File: config.mk
export PLATFORM = sky130hd
export DESIGN_NAME = spi_master
export DESIGN_NICKNAME = d
export VERILOG_FILES = /design/src/rtl/spi_pkg.sv /design/src/rtl/spi_sck_gen.sv /design/src/rtl/spi_master.sv
export SDC_FILE = /design/constraint.sdc
export NUM_CORES = 1
export LEC_CHECK = 0
export CORE_UTILIZATION = 30
export CTS_CLUSTER_DIAMETER = 120
export DETAILED_ROUTE_END_ITERATION = 8
export GPL_TIMING_DRIVEN = 0
export PLACE_DENSITY = 0.6
export SYNTH_ARGS = -nofsm -noshare
export SYNTH_HDL_FRONTEND = slang
export SYNTH_HIERARCHICAL = 1
export SYNTH_SLANG_ARGS = --single-unit
File: constraint.sdc
create_clock -name clk_i -period 2.4 [get_ports clk_i]
set_clock_uncertainty 0.05 [all_clocks]
set_input_delay 0.36 -clock clk_i [delete_from_list [all_inputs] [get_ports clk_i]]
set_output_delay 0.36 -clock clk_i [all_outputs]
set_load 0.1 [all_outputs]
File: src/rtl/spi_pkg.sv
// Shared types and constants for the single-byte SPI master.
package spi_pkg;

  localparam int unsigned DATA_W = 8;
  localparam logic        RW_WRITE = 1'b0;
  localparam logic        RW_READ  = 1'b1;

  typedef enum logic [1:0] {
    IDLE,
    SETUP,
    SHIFT,
    HOLD
  } state_t;

endpackage

File: src/rtl/spi_sck_gen.sv
// SCK generator: half-period divider with registered SCK level and rise/fall/tick strobes.
module spi_sck_gen #(
  parameter int unsigned CLK_DIV = 2
) (
  input  logic clk_i,
  input  logic rst_i,
  input  logic cnt_en_i,
  input  logic sck_en_i,
  output logic tick_o,
  output logic rise_o,
  output logic fall_o,
  output logic sck_o
);

  localparam int unsigned CW = (CLK_DIV > 1) ? $clog2(CLK_DIV) : 1;

  logic [CW-1:0] div_q, div_d;
  logic          sck_q, sck_d;

  // tick marks the last cycle of a half-period; SCK only toggles when sck_en_i allows it
  assign tick_o = cnt_en_i && (div_q == CW'(CLK_DIV - 1));
  assign rise_o = tick_o && sck_en_i && !sck_q;
  assign fall_o = tick_o && sck_en_i && sck_q;
  assign sck_o  = sck_q;

  always_comb begin
    div_d = div_q + CW'(1);
    sck_d = sck_q;
    if (!cnt_en_i || tick_o) begin
      div_d = '0;
    end
    if (tick_o && sck_en_i) begin
      sck_d = ~sck_q;
    end
  end

  always_ff @(posedge clk_i) begin
    if (rst_i) begin
      div_q <= '0;
      sck_q <= 1'b0;
    end else begin
      div_q <= div_d;
      sck_q <= sck_d;
    end
  end

endmodule

File: src/rtl/spi_master.sv
// Mode-0 single-byte SPI master: request/ready handshake, 8-bit full-duplex shift.
module spi_master
  import spi_pkg::*;
#(
  parameter int unsigned CLK_DIV = 2
) (
  input  logic              clk_i,
  input  logic              rst_i,
  input  logic              rw_i,
  input  logic              ready_i,
  input  logic [DATA_W-1:0] spi_tx_data_i,
  input  logic              spi_miso_i,
  output logic              spi_mosi_o,
  output logic              spi_clk_o,
  output logic              spi_ss_o,
  output logic              ready_o,
  output logic [DATA_W-1:0] spi_rx_data_o
);

  localparam int unsigned BIT_W = $clog2(DATA_W);

  state_t            state_q, state_d;
  logic [DATA_W-1:0] tx_q, tx_d;
  logic [DATA_W-1:0] rx_q, rx_d;
  logic [DATA_W-1:0] rx_out_q, rx_out_d;
  logic [BIT_W-1:0]  bit_q, bit_d;
  logic              idle_q, idle_d;
  logic              tick, rise, fall;
  logic              cnt_en, sck_en;

  // SETUP is the first SCK-low half-period, so the divider already runs there
  assign cnt_en = (state_q != IDLE);
  assign sck_en = (state_q == SETUP) || (state_q == SHIFT);

  spi_sck_gen #(
    .CLK_DIV(CLK_DIV)
  ) u_sck_gen (
    .clk_i   (clk_i),
    .rst_i   (rst_i),
    .cnt_en_i(cnt_en),
    .sck_en_i(sck_en),
    .tick_o  (tick),
    .rise_o  (rise),
    .fall_o  (fall),
    .sck_o   (spi_clk_o)
  );

  assign spi_mosi_o    = tx_q[DATA_W-1];
  assign spi_ss_o      = idle_q;
  assign ready_o       = idle_q;
  assign spi_rx_data_o = rx_out_q;

  always_comb begin
    state_d  = state_q;
    tx_d     = tx_q;
    rx_d     = rx_q;
    rx_out_d = rx_out_q;
    bit_d    = bit_q;
    idle_d   = idle_q;
    if (rise) begin
      rx_d = {rx_q[DATA_W-2:0], spi_miso_i};
    end
    unique case (state_q)
      IDLE: begin
        if (ready_i) begin
          state_d = SETUP;
          tx_d    = (rw_i == RW_READ) ? '0 : spi_tx_data_i;
          bit_d   = '0;
          idle_d  = 1'b0;
        end
      end
      SETUP: begin
        if (rise) state_d = SHIFT;
      end
      SHIFT: begin
        if (fall) begin
          if (bit_q == BIT_W'(DATA_W - 1)) begin
            state_d = HOLD;
          end else begin
            tx_d  = {tx_q[DATA_W-2:0], 1'b0};
            bit_d = bit_q + BIT_W'(1);
          end
        end
      end
      HOLD: begin
        if (tick) begin
          state_d  = IDLE;
          rx_out_d = rx_q;
          tx_d     = '0;
          idle_d   = 1'b1;
        end
      end
      default: state_d = IDLE;
    endcase
  end

  always_ff @(posedge clk_i) begin
    if (rst_i) begin
      state_q  <= IDLE;
      tx_q     <= '0;
      rx_out_q <= '0;
      bit_q    <= '0;
      idle_q   <= 1'b1;
    end else begin
      state_q  <= state_d;
      tx_q     <= tx_d;
      rx_out_q <= rx_out_d;
      bit_q    <= bit_d;
      idle_q   <= idle_d;
    end
  end

  // rx shift register is fully rewritten by every transfer, so it needs no reset
  always_ff @(posedge clk_i) begin
    rx_q <= rx_d;
  end

endmodule

==> impl_metrics.py <==
metrics = {
    "outcome": {
        "status": "finished clean",
    },
    "placement": {
        "globalplace.congestion": 0.784,
        "place_inst": 217,
        "dp_hpwl_um": 2220,
        "pre_cts_slack_ns": -0.314,
        "placed_area_um2": 1740,
        "portBuffers": 24,
    },
    "floorplan": {
        "die_w_um": 71.1,
        "initial_core_util_pct": 32.0,
        "fp.coreArea_um2": 4470,
        "die_h_um": 71.1,
        "num_io_pins": 25,
        "dieArea_um2": 5060,
        "core.rowCount": 24,
    },
    "critical_path": {
        "startpoint": "ready_o",
        "worst_setup_path_start_kind": "register",
        "arrival_ns": 1.89,
        "worst-path-max-fanout": 4,
        "critPathMaxStageDelay_ns": 1.11,
        "path_cells": "buf_4, clkdlybuf4s50_1",
        "worstReg2RegStart": "state_q[0]",
        "worst_setup_path_end_kind": "output pin",
        "critPathKind": "reg -> out",
        "required_ns": 1.99,
        "cp_slowest_cell": "clkdlybuf4s50_1",
    },
    "finish": {
        "drive_above_1_share_pct": 14.9,
        "antennaDiodeCount": 0,
        "final_cell_area_um2": 1880,
        "mostFrequentLayoutCells": "24 x clkdlybuf4s50_1, 21 x dfxtp_1, 17 x a21oi_1",
        "fin_cells": 226,
        "final_common_cell": "clkdlybuf4s50_1",
        "nets": 193,
        "utilization_pct": 42.1,
        "area_growth_pct": 31.3,
    },
    "clock_network": {
        "cts_inserted_buffers": 5,
        "cts_max_level": 2,
        "holdBufCountCts": 0,
        "cts_buffer_depth": 2,
        "cts_root_buffer": "clkbuf_8",
        "cts_tree": "built",
        "clk_latency_ns": 0.28,
        "clk_transition_reported_paths_ns": 0.07,
        "clock-sinks": 32,
    },
    "drt": {
        "route.detailed.drc": 0,
        "wl_um": 3030,
        "vias": 1132,
        "wl_per_cell_um": 13.4,
        "via_per_inst": 5.01,
        "first_pass_iters": 6,
        "ant_nets": 0,
        "drtIter0Drc": 51,
    },
    "grt": {
        "track_usage_pct": 13.5,
        "grt-ovfl-total": 0,
        "grt_pass1_vias": 1147,
        "grt_max_degree": 11,
        "grt_pass1_wl_um": 5100,
        "antenna_found_initial": 0,
    },
    "sta": {
        "finalSetupViolCount": 0,
        "maxSlewViolCount": 0,
        "rsz0062_at_grt": "no",
        "max_slew_margin_pct": 34.3,
        "setup-tns-final_ns": 0,
        "hold_viol": 0,
        "fmax_mhz": 435,
        "worstMarginPinSlew_ns": 0.982,
        "min_period_over_period_pct": 95.7,
        "setup_ws_ns": 0.102,
        "fin_crit_ns": 2.30,
    },
    "pwr": {
        "power_density_nw_per_um2": 1090,
        "leakage_uw": 0.000673,
        "ir_drop_uv": 547,
    },
    "synthesis": {
        "yosysTopAreaCell": "dfxtp_1",
        "synthCells": 141,
        "synth_top_area_share_pct": 33.5,
        "synth_warnings": 6,
        "synth.net_count": 161,
        "synthTopCellsByArea": "dfxtp_1 34%, edfxtp_1 17%, ha_1 6.1%",
        "syn-mean-instance-area_um2": 10.2,
        "syn_area_um2": 1430,
        "synth_seq_cells": 32,
        "yosysSeqAreaShare_pct": 50.3,
        "yosysUniqueCellTypes": 29,
    },
    "job": {
        "drv_cap": 0,
    },
    "worst_hold_path": {
        "holdCritStartpoint": "spi_rx_data_o[2]",
        "hold_path_class": "reg -> reg",
    },
}
[critical path: cells and delay by family, from the launching register on]
family                 cells  cell delay, ns
DFF                        1            0.37
buffers and inverters      2            1.23
[flip-flops by register name, summed over array words and instances (netlist names)]
name,count
u_sck_gen/div_q,1
ready_o,1
rx_q,8
bit_q,3
state_q,2
u_sck_gen/sck_o,1
spi_rx_data_o,8
tx_q,8
[stage by stage]
| stage | power (µW) | hold slack (ns) |
|---|---|---|
| 2_1_floorplan | 1350 | 0.376 |
| 3_3_place_gp | 1490 | 0.390 |
| 3_5_place_dp | 1520 | 0.391 |
| 4_1_cts | 2050 | 0.406 |
| 5_1_grt | 2190 | 0.417 |
| 6_report | 2060 | 0.407 |
[power breakdown]
part           internal [µW]  total [µW]  switching (µW)
registers                646         706            59.7
clock network            308         504             196
logic                    335         849             514
total                   1290        2060             770
[cell type report]
class	instances	area, µm²
Inverter	4	15.0
Sequential cell	32	724
Fill cell	413	2590
Buffer	9	46.3
Clock inverter	2	35.0
Timing Repair Buffer	25	248
Clock buffer	6	72.6
Tap cell	52	65.1
Multi-Input combinational cell	96	677
[final timing paths]
check	end	slack (ns)	depth (start not counted)
min	spi_rx_data_o[2]	0.41	2
max	spi_ss_o	0.10	2
min reg2reg	spi_rx_data_o[2]	0.41	2
max reg2reg	tx_q[3]	0.14	11
[cell families after synthesis]
logic type,synth area share (%)
flops,50.3
fa+ha+maj,6.11
mux,3.14
simple gates,19.8
compound gates,16.4
buf+inv,4.28
[cell usage after synthesis]
cell and n:
buf_6 1, buf_1 1, a22oi_1 2, dfxtp_1 24, mux2_4 1, a2111oi_2 1
nand2b_4 1, inv_1 4, a211oi_1 5, a211oi_2 3, buf_2 1, mux2i_1 3
nor3b_1 10, and2_1 1, nand3_2 1, edfxtp_1 8, nor2b_1 4, nor2_1 16
a2111oi_4 1, buf_4 1, nand2_1 11, o21bai_1 1, or2_2 1, and3_1 1
a21oi_1 17, nand3_1 8, a211o_2 1, ha_1 7, clkbuf_1 5
[per-layer routing]
| metal | GRT usage [%] | routed length [µm] |
|---|---|---|
| met1 | 15.0 | 1320 |
| met2 | 20.9 | 1540 |
| met3 | 6.84 | 135 |
| met4 | 7.78 | 40 |
| met5 | 0 | 0 |
[timing repair]
item	in CTS	in global routing
endpoints found under the setup margin	10	9
setup buffers	1	0
resized for setup	2	4
pin swaps	1	0
cloned	0	0
No activity file was read; power rests on OpenSTA's default activity.
